<file path="src/rtl/usb_kbd_led_ctrl_pkg.sv">
// Shared definitions for the keyboard lock-LED sequencer: device types,
// LED bit positions, FSM encoding and a keycode-set helper.
package usb_kbd_led_ctrl_pkg;

  localparam logic [1:0] TYP_NONE = 2'd0;
  localparam logic [1:0] TYP_KBD  = 2'd1;

  localparam logic [7:0] KEY_ROLLOVER = 8'h01;

  localparam int unsigned LED_NUM     = 0;
  localparam int unsigned LED_CAPS    = 1;
  localparam int unsigned LED_SCROLL  = 2;
  localparam int unsigned LED_COMPOSE = 3;

  localparam int unsigned NUM_KEYS = 4;

  typedef logic [NUM_KEYS-1:0][7:0] keyset_t;

  typedef enum logic [1:0] {
    ST_IDLE   = 2'd0,
    ST_STROBE = 2'd1,
    ST_HOLD   = 2'd2
  } state_e;

  // True when any slot of the report carries the given usage code.
  function automatic logic key_present(input keyset_t keys, input logic [7:0] code);
    logic hit;
    hit = 1'b0;
    for (int i = 0; i < int'(NUM_KEYS); i++) begin
      hit = hit | (keys[i] == code);
    end
    return hit;
  endfunction

endpackage

</file>
<file path="src/rtl/usb_kbd_led_ctrl_if.sv">
// Connection to the usb_hid_host core: keyboard report inputs and LED update outputs.
interface usb_kbd_led_ctrl_if;
  import usb_kbd_led_ctrl_pkg::*;

  logic [1:0] usb_type;
  logic       usb_report;
  logic       usb_conerr;
  logic [7:0] key1;
  logic [7:0] key2;
  logic [7:0] key3;
  logic [7:0] key4;
  logic [3:0] leds;
  logic       update_leds_stb;

  modport master (
    output usb_type, usb_report, usb_conerr, key1, key2, key3, key4,
    input  leds, update_leds_stb
  );

  modport slave (
    input  usb_type, usb_report, usb_conerr, key1, key2, key3, key4,
    output leds, update_leds_stb
  );
endinterface

</file>
<file path="src/rtl/usb_kbd_led_ctrl_lock_key_edge.sv">
// Newly-pressed detector for one lock key: present in this report, absent in the previous.
module lock_key_edge
  import usb_kbd_led_ctrl_pkg::*;
#(
  parameter logic [7:0] CODE = 8'h00
) (
  input  keyset_t cur_keys,
  input  keyset_t prev_keys,
  output logic    rise
);

  assign rise = key_present(cur_keys, CODE) & ~key_present(prev_keys, CODE);

endmodule

</file>
<file path="src/rtl/usb_kbd_led_ctrl.sv">
// Keyboard lock-LED sequencer: toggles Num/Caps/Scroll on new presses and
// issues rate-limited LED update strobes to the usb_hid_host core.
module usb_kbd_led_ctrl
  import usb_kbd_led_ctrl_pkg::*;
#(
  parameter int unsigned HOLDOFF_CYCLES = 12000,
  parameter logic [7:0]  KEY_NUM        = 8'h53,
  parameter logic [7:0]  KEY_CAPS       = 8'h39,
  parameter logic [7:0]  KEY_SCROLL     = 8'h47
) (
  input  logic                clk,
  input  logic                reset,
  usb_kbd_led_ctrl_if.slave   bus,
  input  logic                led_set_stb,
  input  logic [2:0]          led_set,
  output logic [2:0]          lock_state,
  output logic                busy
);

  localparam int unsigned       CNT_W    = $clog2(HOLDOFF_CYCLES + 1);
  localparam logic [CNT_W-1:0]  CNT_LOAD = CNT_W'(HOLDOFF_CYCLES - 1);

  state_e           state_q, state_d;
  logic [CNT_W-1:0] cnt_q, cnt_d;
  logic [2:0]       lock_q, lock_d;
  logic             pending_q, pending_d;
  keyset_t          prev_keys_q, prev_keys_d;
  logic [1:0]       type_prev_q, type_prev_d;
  logic [3:0]       leds_q, leds_d;
  logic             stb_q, stb_d;
  logic             busy_q, busy_d;

  keyset_t    cur_keys;
  logic [2:0] rise;
  logic       disconnect, rollover, accept, reconnect, strobe_entry;

  assign cur_keys   = {bus.key4, bus.key3, bus.key2, bus.key1};
  assign disconnect = (bus.usb_type == TYP_NONE) || bus.usb_conerr;
  assign rollover   = (cur_keys == {NUM_KEYS{KEY_ROLLOVER}});
  assign accept     = bus.usb_report && (bus.usb_type == TYP_KBD) && !bus.usb_conerr && !rollover;
  assign reconnect  = (bus.usb_type == TYP_KBD) && (type_prev_q != TYP_KBD);

  lock_key_edge #(.CODE(KEY_NUM)) u_edge_num (
    .cur_keys(cur_keys), .prev_keys(prev_keys_q), .rise(rise[LED_NUM])
  );
  lock_key_edge #(.CODE(KEY_CAPS)) u_edge_caps (
    .cur_keys(cur_keys), .prev_keys(prev_keys_q), .rise(rise[LED_CAPS])
  );
  lock_key_edge #(.CODE(KEY_SCROLL)) u_edge_scroll (
    .cur_keys(cur_keys), .prev_keys(prev_keys_q), .rise(rise[LED_SCROLL])
  );

  // State and datapath registers.
  always_ff @(posedge clk) begin
    if (reset) begin
      state_q     <= ST_IDLE;
      cnt_q       <= '0;
      lock_q      <= '0;
      pending_q   <= 1'b0;
      prev_keys_q <= '0;
      type_prev_q <= TYP_NONE;
      leds_q      <= '0;
      stb_q       <= 1'b0;
      busy_q      <= 1'b0;
    end else begin
      state_q     <= state_d;
      cnt_q       <= cnt_d;
      lock_q      <= lock_d;
      pending_q   <= pending_d;
      prev_keys_q <= prev_keys_d;
      type_prev_q <= type_prev_d;
      leds_q      <= leds_d;
      stb_q       <= stb_d;
      busy_q      <= busy_d;
    end
  end

  // Next state and holdoff counter; a disconnect aborts any update in flight.
  always_comb begin
    state_d = state_q;
    cnt_d   = cnt_q;
    unique case (state_q)
      ST_IDLE: begin
        if (pending_q) begin
          state_d = ST_STROBE;
          cnt_d   = CNT_LOAD;
        end
      end
      ST_STROBE: state_d = ST_HOLD;
      ST_HOLD: begin
        if (cnt_q == '0) begin
          state_d = ST_IDLE;
        end else begin
          cnt_d = cnt_q - CNT_W'(1);
        end
      end
      default: state_d = ST_IDLE;
    endcase
    if (disconnect) begin
      state_d = ST_IDLE;
      cnt_d   = '0;
    end
  end

  // Registered FSM outputs.
  always_comb begin
    stb_d  = (state_d == ST_STROBE);
    busy_d = (state_d != ST_IDLE);
  end

  // Lock register, pending flag and LED snapshot; a host force wins over everything.
  always_comb begin
    strobe_entry = (state_q == ST_IDLE) && (state_d == ST_STROBE);
    lock_d       = lock_q;
    pending_d    = pending_q;
    prev_keys_d  = prev_keys_q;
    leds_d       = leds_q;
    type_prev_d  = bus.usb_type;
    if (strobe_entry) begin
      pending_d            = 1'b0;
      leds_d               = {1'b0, lock_q};
      leds_d[LED_COMPOSE]  = 1'b0;
    end
    if (accept) begin
      lock_d      = lock_q ^ rise;
      prev_keys_d = cur_keys;
      if (|rise) pending_d = 1'b1;
    end
    if (reconnect) pending_d = 1'b1;
    if (disconnect) begin
      lock_d      = '0;
      prev_keys_d = '0;
      pending_d   = 1'b0;
    end
    if (led_set_stb) begin
      lock_d    = led_set;
      pending_d = 1'b1;
    end
  end

  assign bus.leds            = leds_q;
  assign bus.update_leds_stb = stb_q;
  assign lock_state          = lock_q;
  assign busy                = busy_q;

endmodule

</file>
<file path="src/flat_wrapper.sv">
// flat-port wrapper written by rule: the top's interface ports become plain ports
module usb_kbd_led_ctrl_flat import usb_kbd_led_ctrl_pkg::*;
#(
  parameter int unsigned HOLDOFF_CYCLES = 12000,
  parameter logic [7:0]  KEY_NUM        = 8'h53,
  parameter logic [7:0]  KEY_CAPS       = 8'h39,
  parameter logic [7:0]  KEY_SCROLL     = 8'h47
)
  (clk, reset, led_set_stb, led_set, lock_state, busy, bus_usb_type, bus_usb_report, bus_usb_conerr, bus_key1, bus_key2, bus_key3, bus_key4, bus_leds, bus_update_leds_stb);
  usb_kbd_led_ctrl_if bus_i ();
  input  logic clk;
  input  logic reset;
  input  logic led_set_stb;
  input  logic [2:0] led_set;
  output logic [2:0] lock_state;
  output logic busy;
  input wire logic [$bits(bus_i.usb_type)-1:0] bus_usb_type;
  input wire logic [$bits(bus_i.usb_report)-1:0] bus_usb_report;
  input wire logic [$bits(bus_i.usb_conerr)-1:0] bus_usb_conerr;
  input wire logic [$bits(bus_i.key1)-1:0] bus_key1;
  input wire logic [$bits(bus_i.key2)-1:0] bus_key2;
  input wire logic [$bits(bus_i.key3)-1:0] bus_key3;
  input wire logic [$bits(bus_i.key4)-1:0] bus_key4;
  output wire logic [$bits(bus_i.leds)-1:0] bus_leds;
  output wire logic [$bits(bus_i.update_leds_stb)-1:0] bus_update_leds_stb;
  assign bus_i.usb_type = bus_usb_type;
  assign bus_i.usb_report = bus_usb_report;
  assign bus_i.usb_conerr = bus_usb_conerr;
  assign bus_i.key1 = bus_key1;
  assign bus_i.key2 = bus_key2;
  assign bus_i.key3 = bus_key3;
  assign bus_i.key4 = bus_key4;
  assign bus_leds = bus_i.leds;
  assign bus_update_leds_stb = bus_i.update_leds_stb;
  usb_kbd_led_ctrl #(.HOLDOFF_CYCLES(HOLDOFF_CYCLES), .KEY_NUM(KEY_NUM), .KEY_CAPS(KEY_CAPS), .KEY_SCROLL(KEY_SCROLL)) u_core (.clk(clk), .reset(reset), .bus(bus_i), .led_set_stb(led_set_stb), .led_set(led_set), .lock_state(lock_state), .busy(busy));
endmodule
</file>
<file path="config.mk">
export PLATFORM = sky130hd
export DESIGN_NAME = usb_kbd_led_ctrl_flat
export DESIGN_NICKNAME = d
export VERILOG_FILES = /design/src/rtl/usb_kbd_led_ctrl_pkg.sv /design/src/rtl/usb_kbd_led_ctrl_if.sv /design/src/rtl/usb_kbd_led_ctrl_lock_key_edge.sv /design/src/rtl/usb_kbd_led_ctrl.sv /design/src/flat_wrapper.sv
export SDC_FILE = /design/constraint.sdc
export NUM_CORES = 1
export LEC_CHECK = 0
export ABC_AREA = 1
export CORE_ASPECT_RATIO = 1.4
export CORE_MARGIN = 3
export CORE_UTILIZATION = 50
export DETAILED_ROUTE_END_ITERATION = 16
export PLACE_DENSITY = 0.82
export SLEW_MARGIN = 20
export SYNTH_ARGS = -nofsm -noshare
export SYNTH_HDL_FRONTEND = slang
export SYNTH_SLANG_ARGS = --single-unit
</file>
<file path="constraint.sdc">
create_clock -name clk -period 4.28 [get_ports clk]
set_input_delay 0.856 -clock clk [delete_from_list [all_inputs] [get_ports clk]]
set_output_delay 0.856 -clock clk [all_outputs]
set_load 0.005 [all_outputs]
</file>
# Word level (Yosys, flattened, before mapping)
# Index checks and enable logic that the tools add are counted.
# word_totals
register_bits	59
out_inout_bits	9
wordCells	103
# op_classes
bitwise	25
n_addsub	1
muxes	16
n_reduce_logical	17
eq_ne	32
# ops
operator	count
== test 8 x 7 -> 1 bit, second input constant	16
== test 8 x 6 -> 1 bit, second input constant	8
== test 32 x 25 -> 1 bit, second input constant	1
2-to-1 mux 14 bit	2
case mux 14 bit (2 select lines)	1
OR 1 bit	18
logical NOT 14 bit	1
subtractor 14 x 1 -> 14 bit, second input constant	1
2-to-1 mux 3 bit	3
== test 2 x 1 -> 1 bit, second input constant	3
2-to-1 mux 1 bit	6
2-to-1 mux 2 bit	3
case mux 2 bit (3 select lines)	1
logical AND 1 bit	5
logical NOT 2 bit	2
inequality test 2 x 1 -> 1 bit, second input constant	2
nonzero test 2 bit	2
bitwise AND 1 bit	3
NOT 1 bit	3
AND reduction 3 bit	1
nonzero test 3 bit	1
OR reduction 3 bit	1
XOR 3 bit	1
== test 2 bit, second input constant	1
4 further kinds	5

# Depth between registers and ports, before layout
# Gate-level depths: netlist of the first run.
# logic_depth
word_depth	12
depth_mapped	13

# Cells and area by module
# A second synthesis of the first run with hierarchy kept.
# unflattened
hier_cells	693
area_unflattened_um2	3888.7
# by_module_without_submodules
mod	cells_each	area_per_inst_um2	n_inst
usb_kbd_led_ctrl	414	2841.5	1
lock_key_edge at u_core.u_edge_caps ...	91	341.6	2
lock_key_edge at u_core.u_edge_scroll	97	364.1	1

# Least setup slack after synthesis of the first run
# OpenSTA, ideal clock, no wires.
# synth_path
path_type	input-to-reg
startpoint	input bus_key4[3]
endpoint	register u_core.prev_keys_q[16] (netlist name)
setup_time_ps	119
path_buffers	1
arrival_time_ps	1738
path_slack_ps	2422
path_stages	11
path_cell_list	inv_1 nand2_1 nor2_1 nand3_1 nor2_1 nand2_1 nand2_2 inv_1 buf_2 o21ai_0 a21oi_1
# synth_via
elab_chain_cells	3
# synth_lines
element	line_no	rtl
start: declaration	flat_wrapper.sv:23	input wire logic [$bits(bus_i.key4)-1:0] bus_key4;
== test 32 x 25 -> 1 bit	usb_kbd_led_ctrl.sv:39	assign rollover = (cur_keys == {NUM_KEYS{KEY_ROLLOVER}});
logical NOT 1 bit	usb_kbd_led_ctrl.sv:40	assign accept = bus.usb_report && (bus.usb_type == TYP_KBD) && !bus.usb_conerr && !rollover;
logical AND 1 bit	usb_kbd_led_ctrl.sv:40	
end signal: assignment	usb_kbd_led_ctrl.sv:70	prev_keys_q <= prev_keys_d;
end: declaration	usb_kbd_led_ctrl.sv:27	keyset_t prev_keys_q, prev_keys_d;
# Every way passes these cells.
# A chain may end at the register's enable or synchronous reset.

# Worst setup path in the final report of the first run
# layout_path
startpoint	input bus_key1[5]
endpoint	register u_core.prev_keys_q[28] (netlist name)
# layout_via
elab_chain_cells	3
# layout_lines
element	line_no	rtl
start: declaration	flat_wrapper.sv:20	input wire logic [$bits(bus_i.key1)-1:0] bus_key1;
== test 32 x 25 -> 1 bit	usb_kbd_led_ctrl.sv:39	
logical NOT 1 bit	usb_kbd_led_ctrl.sv:40	
logical AND 1 bit	usb_kbd_led_ctrl.sv:40	
# Every way passes these cells.

==> results.yml, run 1 <==
setup_path:
  worst-setup-path-type: "in -> reg"
  startpoint_type: "input port"
  endpoint_kind: "flip-flop"
  slowest_stage: "clkdlybuf4s50_1"
  crit_chain: "clkdlybuf4s50_1 > inv_1 > nand2_1 > nor3_1 > nand2_1 > nor2_1 > nand2_1 > nand2_2 > inv_1 > o21ai_0 > a21oi_1"
  max_stage_delay_ns: 0.47
  path_max_fanout: 34
  critPathTopFamily: "simple AND/OR/NAND/NOR gates"
  cp_common_cell: "nand2_1"
  critPathRequiredTime_ns: 4.49
  arrival_ns: 3.06
  crit_buf_inv: 3
clocking:
  cts_buffers: 9
  insertion_delay_ns: 0.33
  ctsHoldBuffers: 0
  cts.sinks: 59
  cts.repair.resized: 0
  clk_pin_slew_ns: 0.06
  cts-root-buf: "clkbuf_8"
  clockBufferDepth: 2
  htreeDepth: 3
  cts_tree: "done"
  postCtsSetupRepairBufs: 0
synthesis:
  netlist_area_um2: 3290
  ys_warn_count: 0
  yosys_most_used_dff: "dfxtp_1"
  synth-edff-count: 0
  synthArstFlopShare_pct: 0
  seq_area_frac_synth_pct: 35.9
  ys_types: 33
  syn_inst: 534
  avgSynthCellArea_um2: 6.16
  syn_nets: 577
  synth_seq_cells: 59
power_and_ir_drop:
  power_mw: 1.28
  leakage_nw: 1.70
  combPwrFrac_pct: 15.0
  vdd_drop_max_mv: 0.161
  seqPwrFrac_pct: 44.8
  sw_frac_of_total_pct: 25.3
  internal_power_uw: 956
  netSwitchingPower_uw: 323
  power_frac_clock_pct: 40.2
  p_per_area_nw_per_um2: 320
routing:
  vias_per_cell: 5.17
  drtAntennaViolNets: 0
  wl_mm: 8.09
  drc: 0
  routed.top_layer: "met4"
  wl_met3_um: 332
  dr_total_vias: 3402
  wl_met1_mm: 3.45
  dr.pass1.iters: 4
  drt_iter0_markers: 160
  routedWlPerCell_um: 12.3
  met2WireLength_mm: 4.11
finish:
  diodes: 0
  seq_area_um2: 1180
  final_cell_mix: "nand2_1 (142), nor2_1 (85), inv_1 (75)"
  fin_util_pct: 63.6
  fin_area_um2: 4000
  num-nets-final: 626
  multi_input_area_um2: 1720
  drive_gt1_share_pct: 6.14
  syn2layout_area_growth_pct: 21.6
  fill_cells: 605
  layout_commonest_cell: "nand2_1"
timing:
  finalHoldViolCount: 0
  fmax_ghz: 0.351
  finalCritPeriodShare_pct: 66.6
  relSlewSlack_pct: 65.2
  slew_violations: 0
  rsz0062_at_grt: "no"
  setup_viol: 0
  worstMarginPinSlew_ns: 0.520
  fin_skew_ns: 0.00359
  period_minus_slack_ns: 2.85
  holdWs_ns: 0.469
  finalSetupTns_ns: 0
global_routing:
  grt.total_usage_pct: 22.1
  grt_pass1_vias: 3156
  grt_overflow: 0
  grt_first_pass_wirelength_mm: 13.1
  grt_max_degree: 36
  antenna_found_initial: 0
placed_design:
  gp_congestion: 0.914
  portBuffers: 49
  placed_area_um2: 3800
  place_hpwl_mm: 6.05
floorplanning:
  die_h_um: 102
  initial_core_util_pct: 52.3
  ios: 51
  coreArea_um2: 6300
  dieArea_um2: 7600
  die_x_um: 74.6
  rows: 34
worst_hold_path:
  min_path_type: "reg -> reg"
job:
  cap_violations: 0
status:
  status: "completed"
-- synthesized netlist by cell type (2+ instances only) --
cell type	instances	area, um2
nand2_1	142	533
nor2_1	85	319
inv_1	75	282
dfxtp_1	59	1180
a21oi_1	47	235
o21ai_0	40	200
nand3_1	16	80.1
nor3_1	8	40.0
nand4_1	6	37.5
nor2_2	6	37.5
a31oi_1	5	31.3
buf_2	5	25.0
a21oi_2	4	35.0
nand3b_1	4	30.0
o21ai_1	4	20.0
buf_6	3	33.8
inv_2	3	11.3
xor2_1	3	26.3
buf_4	2	15.0
clkbuf_1	2	7.51
nand2_2	2	12.5
xnor2_1	2	17.5
-- worst paths after layout --
| path | from | endpoint | slack [ns] | depth (start not counted) |
|---|---|---|---|---|
| max | bus_key1[5] | u_core.prev_keys_q[28] | 1.43 | 11 |
| min | u_core.prev_keys_q[12] | u_core.prev_keys_q[12] | 0.47 | 2 |
| max reg2reg | u_core.cnt_q[0] | u_core.cnt_q[8] | 2.62 | 10 |
| min reg2reg | u_core.prev_keys_q[12] | u_core.prev_keys_q[12] | 0.47 | 2 |
-- power by group through the flow --
stage | Clock (mW) | Combinational, mW | Sequential [mW]
2_1_floorplan | 0 | 0.112 | 0.583
3_3_place_gp | 0 | 0.184 | 0.584
3_5_place_dp | 0 | 0.188 | 0.585
4_1_cts | 0.520 | 0.191 | 0.573
5_1_grt | 0.545 | 0.215 | 0.574
6_report | 0.514 | 0.192 | 0.573
-- kinds of logic (layout without fill, tap and decap cells) --
| kind of cell | after synthesis | count (layout) | synth area share (%) |
|---|---|---|---|
| flops | 59 | 59 | 35.9 |
| fa+ha+maj | 1 | 1 | 0.380 |
| other cells | 1 | 1 | 0.114 |
| compound gates | 103 | 103 | 16.6 |
| simple gates | 272 | 272 | 34.0 |
| xor+xnor | 5 | 5 | 1.33 |
| buf+inv | 93 | 145 | 11.7 |
-- final cells by class --
| cell class | instances | share of cell area [%] |
|---|---|---|
| Sequential cell | 59 | 29.5 |
| Clock inverter | 2 | 0.876 |
| Timing Repair Buffer | 51 | 12.6 |
| Inverter | 80 | 7.54 |
| Multi-Input combinational cell | 382 | 43.1 |
| Tap cell | 72 | 2.25 |
| Clock buffer | 12 | 4.13 |
-- worst min-delay path, stage by stage, from the launching register on --
cell and delay [ns]:
dfxtp_1 0.31, inv_1 0.06, a21oi_1 0.05
-- routing by layer --
layer	track usage [%]	vias up
met1	25.1	1516
met2	39.3	96
met4	9.73	0
met5	0	-
li1	-	1771
met3	4.43	19
-- sequential cells by signal, summed over array words and instances, names as in the netlist --
signal	flops
u_core.lock_state	3
u_core.busy	1
u_core.prev_keys_q	32
u_core.cnt_q	14
u_core.bus.leds	3
u_core.bus.update_leds_stb	1
u_core.state_q	2
u_core.type_prev_q	2
u_core.pending_q	1
-- through the flow --
stage	setup slack, ns	instances
2_1_floorplan	2.42	534
3_3_place_gp	1.29	644
3_5_place_dp	1.21	644
4_1_cts	1.50	658
5_1_grt	1.18	658
6_report	1.43	658
Power figures use the tool's default switching activity.
==> inputs of run 2 (changes only) <==
CORE_UTILIZATION = 49   (was 50)
PLACE_DENSITY = 0.84   (was 0.82)
clock period = 2.6 ns   (was 4.28 ns; I/O delays follow)
==> run 2 against run 1 <==
Against the previous run:
- first-iteration DRC count increased by 11%
- clock-buffer cell count increased by 2
- via count rose by 0.38%
- final area rose by 0.75%
- sequential power grew 65%
- total power increased by 62%
- global-route usage shrank 0.29 points
- flip-flop and latch count unchanged
- routed wire length fell by 0.28%
- clock skew increased by 0.0023 ns
- clock power grew 59%
- critical path depth did not move
==> results.yml, run 2 (synthesized netlist as in run 1, its figures left out) <==
finish:
  top_register: "u_core.prev_keys_q"
  finalNonFillerCells: 660
  fill_cells: 582
  layout_commonest_cell: "nand2_1"
  drive_gt1_share_pct: 6.46
  syn2layout_area_growth_pct: 22.5
  num-nets-final: 627
  final_cell_mix: "nand2_1 (142), nor2_1 (85), inv_1 (75)"
  diodes: 0
  reg_top3: "u_core.prev_keys_q x32, u_core.cnt_q x14"
  largest_reg_flops: 32
floorplanning:
  rows: 34
  die_x_um: 75.3
  die_h_um: 103
  ios: 51
  dieArea_um2: 7750
  initial_core_util_pct: 51.6
  coreArea_um2: 6380
job:
  cap_violations: 0
timing:
  finalHoldViolCount: 0
  fmax_ghz: 0.468
  fin_skew_ns: 0.00589
  rsz0062_at_grt: "no"
  finalCritPeriodShare_pct: 82.2
  finalWorstSetupSlack_ns: 0.462
  slew_violations: 0
  holdWs_ns: 0.473
  period_minus_slack_ns: 2.14
  setup_viol: 0
  finalSetupTns_ns: 0
global_routing:
  grt_first_pass_wirelength_mm: 13.1
  antenna_found_initial: 0
  grt_max_degree: 35
  grt.total_usage_pct: 21.8
  grt_pass1_vias: 3251
  grt_overflow: 0
placed_design:
  portBuffers: 49
  gp_congestion: 0.972
  dp_slack_ns: 0.193
  place_hpwl_mm: 6.05
  placed_cells: 645
clocking:
  ctsHoldBuffers: 0
  htreeDepth: 3
  cts_tree: "done"
  cts.repair.resized: 0
  cts.sinks: 59
  cts_buffers: 9
  cts-root-buf: "clkbuf_8"
  postCtsSetupRepairBufs: 0
  clk_pin_slew_ns: 0.06
  insertion_delay_ns: 0.34
  clockBufferDepth: 2
setup_path:
  cp_common_cell: "nand2_1"
  slowest_stage: "clkdlybuf4s50_1"
  path_max_fanout: 13
  max_stage_delay_ns: 0.46
  worst-setup-path-type: "in -> reg"
  arrival_ns: 2.35
  critPathRequiredTime_ns: 2.81
  endpoint_kind: "flip-flop"
  startpoint_type: "input port"
  worstRegToRegCells: 10
  crit_chain: "clkdlybuf4s50_1 > inv_1 > nand2_1 > nor3_1 > nand2_1 > nor2_1 > nand2_1 > nand2_2 > inv_1 > o21ai_0 > a21oi_1"
power_and_ir_drop:
  power_mw: 2.07
  leakage_nw: 1.72
  vdd_drop_max_mv: 0.296
  p_per_area_nw_per_um2: 514
routing:
  routedWlPerCell_um: 12.2
  wl_mm: 8.06
  drc: 0
  dr.pass1.iters: 7
  drt_iter0_markers: 178
  drtAntennaViolNets: 0
  vias_per_cell: 5.17
  dr_total_vias: 3415
status:
  status: "completed"
worst_hold_path:
  min_path_type: "reg -> reg"
  holdPathStages: 2
[run 2: cell types whose count changed in the layout (fill, tap and decap cells not counted), sizes merged]
cell    before  now
buf          2    3
clkbuf      12   14
bufinv       1    0
[run 2: cell type report]
cell class	count	area (um2)	area share, %
timing repair buffer	52	538	13.3
tap	72	90.1	2.23
inverter	80	302	7.48
clock inverter	1	5.00	0.124
multi-input combinational	382	1720	42.7
clock buffer	14	193	4.78
sequential	59	1180	29.3
[run 2: worst max-delay path: cells and delay by family]
kind,cells,cell delay (ns)
simple gates,6,0.76
buf+inv,3,0.75
compound gates,2,0.32
[run 2: report_power, final]
group          switching (mW)  internal, mW  total [mW]  leakage, nW
clock network           0.347         0.469       0.816        0.105
logic                   0.174         0.140       0.314         1.13
registers              0.0155         0.927       0.943        0.479
total                   0.536          1.54        2.07         1.72
[run 2: per-layer routing]
metal  track usage (%)  up-vias  part of all wire [%]
met4              12.4        0                   4.1
met1              24.1     1493                    41
met3              4.88       27                   5.4
met5                 0        -                     0
li1                  -     1779                     -
met2              37.9      116                    49
[run 2: path summary, 6_finish.rpt]
kind,slack [ns],startpoint,end
setup / recovery,0.46,bus_key1[7],u_core.prev_keys_q[8]
hold reg to reg,0.47,u_core.prev_keys_q[4],u_core.prev_keys_q[4]
setup reg to reg,0.94,u_core.cnt_q[0],u_core.cnt_q[10]
hold / removal,0.47,u_core.prev_keys_q[4],u_core.prev_keys_q[4]
[run 2: through the flow]
| stage | utilization (%) | instance area [um2] |
|---|---|---|
| floorplan | - | 3290 |
| CTS | 63.2 | 4030 |
| detailed placement | 60.1 | 3830 |
| finish | 63.2 | 4030 |
| global route | 63.2 | 4030 |
| global placement | 60.1 | 3830 |
==> inputs of run 3 (changes only) <==
clock period = 1.96 ns   (was 2.6 ns; I/O delays follow)
==> run 3 against run 2 <==
Against the previous run:
- critical path depth is the same
- flip-flop and latch count unchanged
- first-iteration DRC count decreased by 34%
- routed wire length rose by 0.84%
- worst hold slack improved by 0.00071 ns
- sequential power is 33% higher
- worst setup slack lost 0.30 ns
- non-clock buffer count up 30
- die area did not move
- via count is 1.4% higher
- register-to-register slack got worse by 0.64 ns
- critical path type unchanged
- critical endpoint is now u_core.prev_keys_q[24]
- largest power group unchanged
- highest routed layer unchanged
==> results.yml, run 3 (synthesized netlist as in run 1, its figures left out) <==
setup_path:
  critPathCapture: "u_core.prev_keys_q[24]"
  arrival_ns: 2.03
  r2r_slack_ns: 0.30
  cp-startpoint: "bus_key1[7]"
  rr_endpoint: "u_core.cnt_q[9]"
  worst-setup-path-type: "in -> reg"
  path_max_fanout: 7
  endpoint_kind: "flip-flop"
  critPathRequiredTime_ns: 2.19
  worstRegToRegCells: 10
  regToRegStartpoint: "u_core.cnt_q[0]"
  startpoint_type: "input port"
placed_design:
  gp_congestion: 0.951
  portBuffers: 49
  dp_slack_ns: -0.217
  place_hpwl_mm: 6.32
floorplanning:
  dieArea_um2: 7750
  die_x_um: 75.3
  die_h_um: 103
  ios: 51
  rows: 34
  initial_core_util_pct: 51.6
  coreArea_um2: 6380
worst_hold_path:
  holdPathStages: 2
  min_path_type: "reg -> reg"
global_routing:
  grt.total_usage_pct: 22.7
  antenna_found_initial: 0
  grt_max_degree: 35
  grt_overflow: 0
  grt_first_pass_wirelength_mm: 13.5
  grt_pass1_vias: 3308
timing:
  setup_viol: 0
  finalCritPeriodShare_pct: 91.8
  finalHoldViolCount: 0
  fin_skew_ns: 0.00655
  finalWorstSetupSlack_ns: 0.161
  rsz0062_at_grt: "no"
  fmax_ghz: 0.556
  slew_violations: 0
  holdWs_ns: 0.473
  period_minus_slack_ns: 1.80
clocking:
  cts_tree: "done"
  clockBufferDepth: 2
  htreeDepth: 3
  cts-root-buf: "clkbuf_8"
  clk_pin_slew_ns: 0.06
  postCtsSetupRepairBufs: 0
  cts.sinks: 59
  insertion_delay_ns: 0.34
  cts_buffers: 9
finish:
  largest_reg_flops: 32
  reg_top3: "u_core.prev_keys_q x32, u_core.cnt_q x14"
  syn2layout_area_growth_pct: 28.8
  diodes: 0
  drive_gt1_share_pct: 11.2
  fill_cells: 559
  final_cell_mix: "nand2_1 (142), nor2_1 (85), inv_1 (74)"
  num-nets-final: 658
  layout_commonest_cell: "nand2_1"
  top_register: "u_core.prev_keys_q"
status:
  status: "completed"
power_and_ir_drop:
  power_frac_clock_pct: 35.6
  vdd_drop_max_mv: 0.461
  power_mw: 2.66
  p_per_area_nw_per_um2: 628
  combPwrFrac_pct: 17.4
  internal_power_mw: 1.96
  leakage_nw: 1.84
  netSwitchingPower_uw: 702
  seqPwrFrac_pct: 47.0
  sw_frac_of_total_pct: 26.4
routing:
  dr.pass1.iters: 5
  wl_mm: 8.13
  routedWlPerCell_um: 11.8
  drt_iter0_markers: 117
  dr_total_vias: 3464
  drtAntennaViolNets: 0
  vias_per_cell: 5.02
  drc: 0
job:
  cap_violations: 0
==> run 3: cell count changes in the layout (fill, tap and decap cells not counted), sizes merged <==
cell	previous run	this run
buf	3	33
clkbuf	14	11
clkinv	3	5
clkinvlp	0	2
inv	78	77
==> run 3: power by group through the flow <==
stage,Sequential (mW),Clock (mW),Combinational [mW]
4_1_cts,1.25,0.973,0.461
2_1_floorplan,1.27,0,0.244
6_report,1.25,0.948,0.463
3_3_place_gp,1.28,0,0.446
3_5_place_dp,1.28,0,0.459
5_1_grt,1.25,1.02,0.520
==> run 3: cell type report <==
cell class | instances | area [um2] | area share [%]
tap | 72 | 90.1 | 2.13
timing repair inverter | 1 | 5.00 | 0.118
sequential | 59 | 1180 | 27.9
timing repair buffer | 82 | 763 | 18.0
inverter | 80 | 305 | 7.20
clock buffer | 11 | 151 | 3.57
multi-input combinational | 382 | 1730 | 40.8
clock inverter | 3 | 15.0 | 0.354
==> run 3: worst max-delay path, cell delays in order <==
cell	delay (ns)
clkdlybuf4s50_1	0.43
inv_1	0.06
nand2_1	0.07
nor3_1	0.22
nand2_1	0.08
nor2_1	0.11
nand2_1	0.11
nand2_4	0.14
clkinvlp_4	0.16
o21ai_0	0.19
a21oi_1	0.05
==> run 3: layer usage <==
layer,GRT usage (%),vias up,part of all wire (%)
met5,0,-,0
met4,12.2,0,3.7
met3,5.46,23,4.2
met2,40.2,81,51
met1,24.3,1526,42
li1,-,1834,-
==> run 3: what timing repair did <==
action / 4_1_cts / 5_1_grt
hold buffers: 0 / 0
hold endpoints to repair: 0 / 0
resized for setup: 0 / 2
endpoints found under the setup margin: 0 / 2
==> run 3: worst min-delay path by stage <==
stage               slack, ns              startpoint                      to
CTS                      0.47   u_core.prev_keys_q[6]   u_core.prev_keys_q[6]
finish                   0.47   u_core.prev_keys_q[6]   u_core.prev_keys_q[6]
floorplan                0.44   u_core.prev_keys_q[2]   u_core.prev_keys_q[2]
global placement         0.46  u_core.prev_keys_q[12]  u_core.prev_keys_q[12]
global route             0.49   u_core.prev_keys_q[9]   u_core.prev_keys_q[9]
detailed placement       0.46   u_core.prev_keys_q[6]   u_core.prev_keys_q[6]
==> run 3: stage by stage <==
stage	utilization [%]	TNS [ns]	area, um2	instances
floorplan	-	0	3290	534
global placement	63.6	-2.72	4060	675
detailed placement	63.6	-4.98	4060	675
CTS	66.2	0	4230	689
global route	66.4	0	4240	690
finish	66.4	0	4240	690
